==> config.mk <==
export PLATFORM = sky130hd
export DESIGN_NAME = fifo_bank_sync
export DESIGN_NICKNAME = d
export VERILOG_FILES = /design/src/rtl/fifo_bank_sync.sv
export SDC_FILE = /design/constraint.sdc
export NUM_CORES = 2
export LEC_CHECK = 0
export CAP_MARGIN = 20
export CORE_ASPECT_RATIO = 0.5
export CORE_MARGIN = 2
export CORE_UTILIZATION = 60
export CTS_BUF_LIST = sky130_fd_sc_hd__clkbuf_2 sky130_fd_sc_hd__clkbuf_4 sky130_fd_sc_hd__clkbuf_8
export CTS_CLUSTER_DIAMETER = 120
export DETAILED_ROUTE_END_ITERATION = 6
export PLACE_DENSITY = 0.78
export SYNTH_ARGS = -nofsm -noshare
export SYNTH_HDL_FRONTEND = slang
export SYNTH_HIERARCHICAL = 1
export SYNTH_SLANG_ARGS = --single-unit
==> constraint.sdc <==
create_clock -name apb_clk -period 7.5 [get_ports apb_clk]
set_clock_uncertainty 0.2 [all_clocks]
set_input_delay 2.25 -clock apb_clk [delete_from_list [all_inputs] [get_ports apb_clk]]
set_output_delay 2.25 -clock apb_clk [all_outputs]
set_load 0.01 [all_outputs]
==> src/rtl/fifo_bank_sync.sv <==
// Bank of CHANNELS independent synchronous FIFOs on one clock, with per-channel
// flags, free-location count, sticky error flags, flush and show-ahead/registered read.

module fifo_bank_chan #(
    parameter int WIDTH      = 56,
    parameter int DEPTH      = 16,
    parameter int AF_THRESH  = 2,
    parameter int SHOW_AHEAD = 1
) (
    input  logic                     clk,
    input  logic                     rst_n,
    input  logic                     wr_en,
    input  logic [WIDTH-1:0]         wr_data,
    input  logic                     rd_en,
    input  logic                     flush,
    input  logic                     clr_err,
    output logic [WIDTH-1:0]         rd_data,
    output logic                     rd_valid,
    output logic                     empty,
    output logic                     full,
    output logic                     almost_full,
    output logic [$clog2(DEPTH):0]   empty_locs,
    output logic                     overflow,
    output logic                     underflow
);
    localparam int AW = $clog2(DEPTH);
    localparam int CW = AW + 1;

    logic [AW-1:0]    wptr;
    logic [AW-1:0]    rptr;
    logic [CW-1:0]    count;
    logic [WIDTH-1:0] mem [DEPTH];
    logic             rd_acc;
    logic             wr_acc;

    assign empty       = (count == '0);
    assign full        = (count == CW'(DEPTH));
    assign empty_locs  = CW'(DEPTH) - count;
    assign almost_full = (empty_locs <= CW'(AF_THRESH));

    // A full channel still takes a write when a read frees a slot in the same cycle.
    assign rd_acc = rd_en & ~empty & ~flush;
    assign wr_acc = wr_en & (~full | rd_acc) & ~flush;

    always_ff @(posedge clk or negedge rst_n) begin
        if (!rst_n) begin
            wptr  <= '0;
            rptr  <= '0;
            count <= '0;
        end else if (flush) begin
            wptr  <= '0;
            rptr  <= '0;
            count <= '0;
        end else begin
            if (wr_acc) wptr <= wptr + 1'b1;
            if (rd_acc) rptr <= rptr + 1'b1;
            count <= count + CW'(wr_acc) - CW'(rd_acc);
        end
    end

    // Set wins over clear; flush suppresses the set conditions only.
    always_ff @(posedge clk or negedge rst_n) begin
        if (!rst_n) begin
            overflow  <= 1'b0;
            underflow <= 1'b0;
        end else begin
            if (wr_en & ~wr_acc & ~flush) overflow <= 1'b1;
            else if (clr_err)             overflow <= 1'b0;
            if (rd_en & empty & ~flush)   underflow <= 1'b1;
            else if (clr_err)             underflow <= 1'b0;
        end
    end

    always_ff @(posedge clk) begin
        if (wr_acc) mem[wptr] <= wr_data;
    end

    generate
        if (SHOW_AHEAD != 0) begin : g_show_ahead
            assign rd_valid = ~empty;
            assign rd_data  = empty ? '0 : mem[rptr];
        end else begin : g_registered
            logic [WIDTH-1:0] data_q;
            logic             valid_q;

            // One-cycle pulse per accepted read; zero otherwise (flush blocks rd_acc).
            always_ff @(posedge clk or negedge rst_n) begin
                if (!rst_n) begin
                    data_q  <= '0;
                    valid_q <= 1'b0;
                end else begin
                    valid_q <= rd_acc;
                    data_q  <= rd_acc ? mem[rptr] : '0;
                end
            end

            assign rd_valid = valid_q;
            assign rd_data  = data_q;
        end
    endgenerate
endmodule

module fifo_bank_sync #(
    parameter int WIDTH      = 56,
    parameter int DEPTH      = 16,
    parameter int CHANNELS   = 3,
    parameter int AF_THRESH  = 2,
    parameter int SHOW_AHEAD = 1
) (
    input  logic                                apb_clk,
    input  logic                                apb_rst,
    input  logic [CHANNELS-1:0]                 wr_en,
    input  logic [CHANNELS*WIDTH-1:0]           wr_data,
    input  logic [CHANNELS-1:0]                 rd_en,
    input  logic [CHANNELS-1:0]                 flush,
    input  logic [CHANNELS-1:0]                 clr_err,
    output logic [CHANNELS*WIDTH-1:0]           rd_data,
    output logic [CHANNELS-1:0]                 rd_valid,
    output logic [CHANNELS-1:0]                 empty,
    output logic [CHANNELS-1:0]                 full,
    output logic [CHANNELS-1:0]                 almost_full,
    output logic [CHANNELS*($clog2(DEPTH)+1)-1:0] empty_locs,
    output logic [CHANNELS-1:0]                 overflow,
    output logic [CHANNELS-1:0]                 underflow
);
    localparam int CW = $clog2(DEPTH) + 1;

    generate
        for (genvar c = 0; c < CHANNELS; c++) begin : g_ch
            fifo_bank_chan #(
                .WIDTH      (WIDTH),
                .DEPTH      (DEPTH),
                .AF_THRESH  (AF_THRESH),
                .SHOW_AHEAD (SHOW_AHEAD)
            ) u_ch (
                .clk         (apb_clk),
                .rst_n       (apb_rst),
                .wr_en       (wr_en[c]),
                .wr_data     (wr_data[c*WIDTH +: WIDTH]),
                .rd_en       (rd_en[c]),
                .flush       (flush[c]),
                .clr_err     (clr_err[c]),
                .rd_data     (rd_data[c*WIDTH +: WIDTH]),
                .rd_valid    (rd_valid[c]),
                .empty       (empty[c]),
                .full        (full[c]),
                .almost_full (almost_full[c]),
                .empty_locs  (empty_locs[c*CW +: CW]),
                .overflow    (overflow[c]),
                .underflow   (underflow[c])
            );
        end
    endgenerate
endmodule

==> impl_metrics.env <==
export IMPL_portBuffers=382
export IMPL_first_global_vias=58200
export IMPL_ir_drop_uv=227
export IMPL_yosysWarnings=6
export IMPL_critPathLaunchType="flip-flop"
export IMPL_min_period_ps=6750
export IMPL_maxCapViolCount=0
export IMPL_first_pass_iters=5
export IMPL_wl_per_cell_um=26.9
export IMPL_setup_slack_ps=749
export IMPL_hp_class="flip-flop to flip-flop"
export IMPL_htree_levels=5
export IMPL_post_synth_top_area_cell="edfxtp_1"
export IMPL_max_freq_mhz=148
export IMPL_synth_most_common_cell="edfxtp_1"
export IMPL_drt_iter0_drc=5915
export IMPL_dr_wl_met3_um=17500
export IMPL_worst_slew_pin_transition_ps=1150
export IMPL_multi_input_area_um2=23200
export IMPL_hpwl_um=130000
export IMPL_syn_num_nets=6145
export IMPL_fillCellCount=11200
export IMPL_worst_setup_path_end_kind="output pin"
export IMPL_finalCritPeriodShare_pct=90.0
export IMPL_reg2reg_depth=9
export IMPL_die_w_um=602
export IMPL_pin_count=383
export IMPL_clkSinkCount=2733
export IMPL_die_area_um2=183000
export IMPL_wl_met1_um=93900
export IMPL_fin_cells=9138
export IMPL_rows=109
export IMPL_finalSetupViolCount=0
export IMPL_post_place_ws_ps=1680
export IMPL_die_y_um=303
export IMPL_whs_path_depth=2
export IMPL_netlist_instances=5912
export IMPL_hold_viol=0
export IMPL_timing_rr_start="g_ch[1].u_ch/count[1]$_DFF_PN0_"
export IMPL_final_max_slew_viol_count=0
export IMPL_crit_required_ps=5050
export IMPL_totalPowerFinal_w=0.0378
export IMPL_routabilityCongestion=0.809
export IMPL_synth_area_per_cell_um2=18.2
export IMPL_r2r_end="g_ch[1].u_ch/mem[13][22]$_DFFE_PP_"
export IMPL_arrival_ps=4300
export IMPL_ys_seq_area_share_pct=76.2
export IMPL_hold_path_end="g_ch[1].u_ch/overflow$_DFFE_PN0P_"
export IMPL_cts_buffer_depth=4
export IMPL_p_leak_nw=38.8
export IMPL_via_count=56900
export IMPL_synth_cell_area_um2=107000
export IMPL_dp_cells=8478
export IMPL_critical_path_class="flip-flop to output pin"
export IMPL_synth_edf_count=2688
export IMPL_grt_pass1_wl_um=362000
export IMPL_ant_nets=0
export IMPL_drive_above_1_share_pct=11.5
export IMPL_wl_met2_um=127000
export IMPL_reg2reg_slack_ps=3490
export IMPL_status="finished clean"
export IMPL_synth_area_leaders="edfxtp_1 75%, mux2i_1 12%, a22oi_1 4.5%, nand3_1 1.1%, dfrtp_1 1.0%"
export IMPL_insertion_delay_ps=980
export IMPL_synth_top_area_share_pct=75.2
export IMPL_track_usage_pct=26.5
export IMPL_cts_resized=0
export IMPL_area_delta_synth_final_pct=12.3
export IMPL_antenna_found_initial=22
export IMPL_grt_max_degree=94
export IMPL_min_from="g_ch[1].u_ch/overflow$_DFFE_PN0P_"
export IMPL_critical_path_max_fanout=25
export IMPL_drc=0
export IMPL_clk_pin_slew_ps=60
export IMPL_synth_ff_type="edfxtp_1"
export IMPL_clock_root_buffer="clkbuf_8"
export IMPL_postCtsSetupBuffers=0
export IMPL_yosysUniqueCellTypes=41
export IMPL_grt_overflow=0
export IMPL_synth_common_cells="2688 x edfxtp_1, 1319 x mux2i_1, 644 x a22oi_1, 237 x nand2_1, 227 x nand3_1"
export IMPL_top_layer_used="met5"
export IMPL_cts_buffers=371
export IMPL_cts_hold_buf=0
export IMPL_powerDensity_nw_per_um2=313
export IMPL_slew_headroom_pct=23.4
export IMPL_postSynth_asyncResetShare_pct=1.65
export IMPL_drt_vias_per_instance=6.23
export IMPL_grt_setup_unrepaired="no"
export IMPL_wirelength_um=246000
export IMPL_ys_ff_latch=2733
export IMPL_start_util_pct=60.6
export IMPL_core_um2=177000
export IMPL_tns_ps=0
export IMPL_register_area_um2=81900
export IMPL_cts_tree="built"
export IMPL_nets=6698
[where the power goes]
part / internal, W / switching [W]
Sequential: 0.0171 / 0.000251
Clock: 0.00532 / 0.00542
Combinational: 0.00438 / 0.00533
[kinds of logic after synthesis]
family,after synthesis,share of synthesized area (%)
AOI/OAI and AO/OA,764,5.20
xor gates and xnor gates,36,0.294
adders and majority gates,51,0.615
buffers and inverters,399,2.61
DFF,2733,76.2
muxes,1333,12.6
and+or+nand+nor,596,2.49
[registers in the layout, summed over array words and instances, names as in the netlist]
name and cells:
g_ch.u_ch/rptr 12, g_ch.u_ch/overflow 3, g_ch.u_ch/mem 2688, g_ch.u_ch/underflow 3, g_ch.u_ch/wptr 12, g_ch.u_ch/count 15
[critical path: stages (launching register included)]
cell and delay, ps:
dfrtp_1 440, inv_1 120, ha_1 220, and2_1 180, ha_1 320, nor2_4 870
buf_4 410, nand3_1 100, nand2_1 130, clkdlybuf4s50_1 550
[cell usage in the layout (no fill, tap or decap), types with 21 or more instances in the layout]
| master | count |
|---|---|
| a22oi_1 | 644 |
| buf_12 | 53 |
| buf_4 | 89 |
| clkbuf_4 | 103 |
| clkbuf_8 | 377 |
| clkdlybuf4s50_1 | 381 |
| clkinv_1 | 99 |
| clkinv_2 | 44 |
| dfrtp_1 | 42 |
| edfxtp_1 | 2688 |
| ha_1 | 48 |
| inv_1 | 55 |
| mux2i_1 | 1319 |
| nand2_1 | 236 |
| nand3_1 | 227 |
| nor2_1 | 33 |
| nor2_4 | 41 |
| o21ai_0 | 23 |
| o22ai_1 | 44 |
| xnor2_1 | 21 |
[area by class of cell]
cell class	instances	share of cell area [%]
Tap cell	2386	2.47
Inverter	55	0.171
Clock inverter	167	0.740
Multi-Input combinational cell	2780	19.2
Antenna cell	13	0.0270
Clock buffer	480	4.94
Timing Repair Buffer	524	4.60
Sequential cell	2733	67.8
[how the worst max path moves through the flow]
stage	from	end	slack, ps	depth (start not counted)
global placement	g_ch[1].u_ch/count[1]$_DFF_PN0_	rd_data[91]	1500	9
global route	g_ch[1].u_ch/count[1]$_DFF_PN0_	rd_data[81]	550	9
floorplan	flush[0]	g_ch[0].u_ch/mem[0][0]$_DFFE_PP_	160	4
detailed placement	g_ch[2].u_ch/count[1]$_DFF_PN0_	rd_data[157]	1680	9
CTS	g_ch[1].u_ch/count[1]$_DFF_PN0_	rd_data[60]	640	9
finish	g_ch[1].u_ch/count[1]$_DFF_PN0_	rd_data[97]	750	9
[metal layers]
layer  track usage (%)  vias up
met1              33.7    29200
met4              9.98        6
met3              4.10      477
met5                 0        -
met2              46.8     2545
li1                  -    24700
[through the flow]
stage          hold slack (ps)  util [%]  cell area, um2
6_report                   326      68.1          121000
5_1_grt                    361      68.1          121000
4_1_cts                    332      68.0          121000
3_5_place_dp               322      64.2          114000
3_3_place_gp               313      64.2          114000
2_1_floorplan              318         -          107000
No activity file was read; power rests on OpenSTA's default activity.
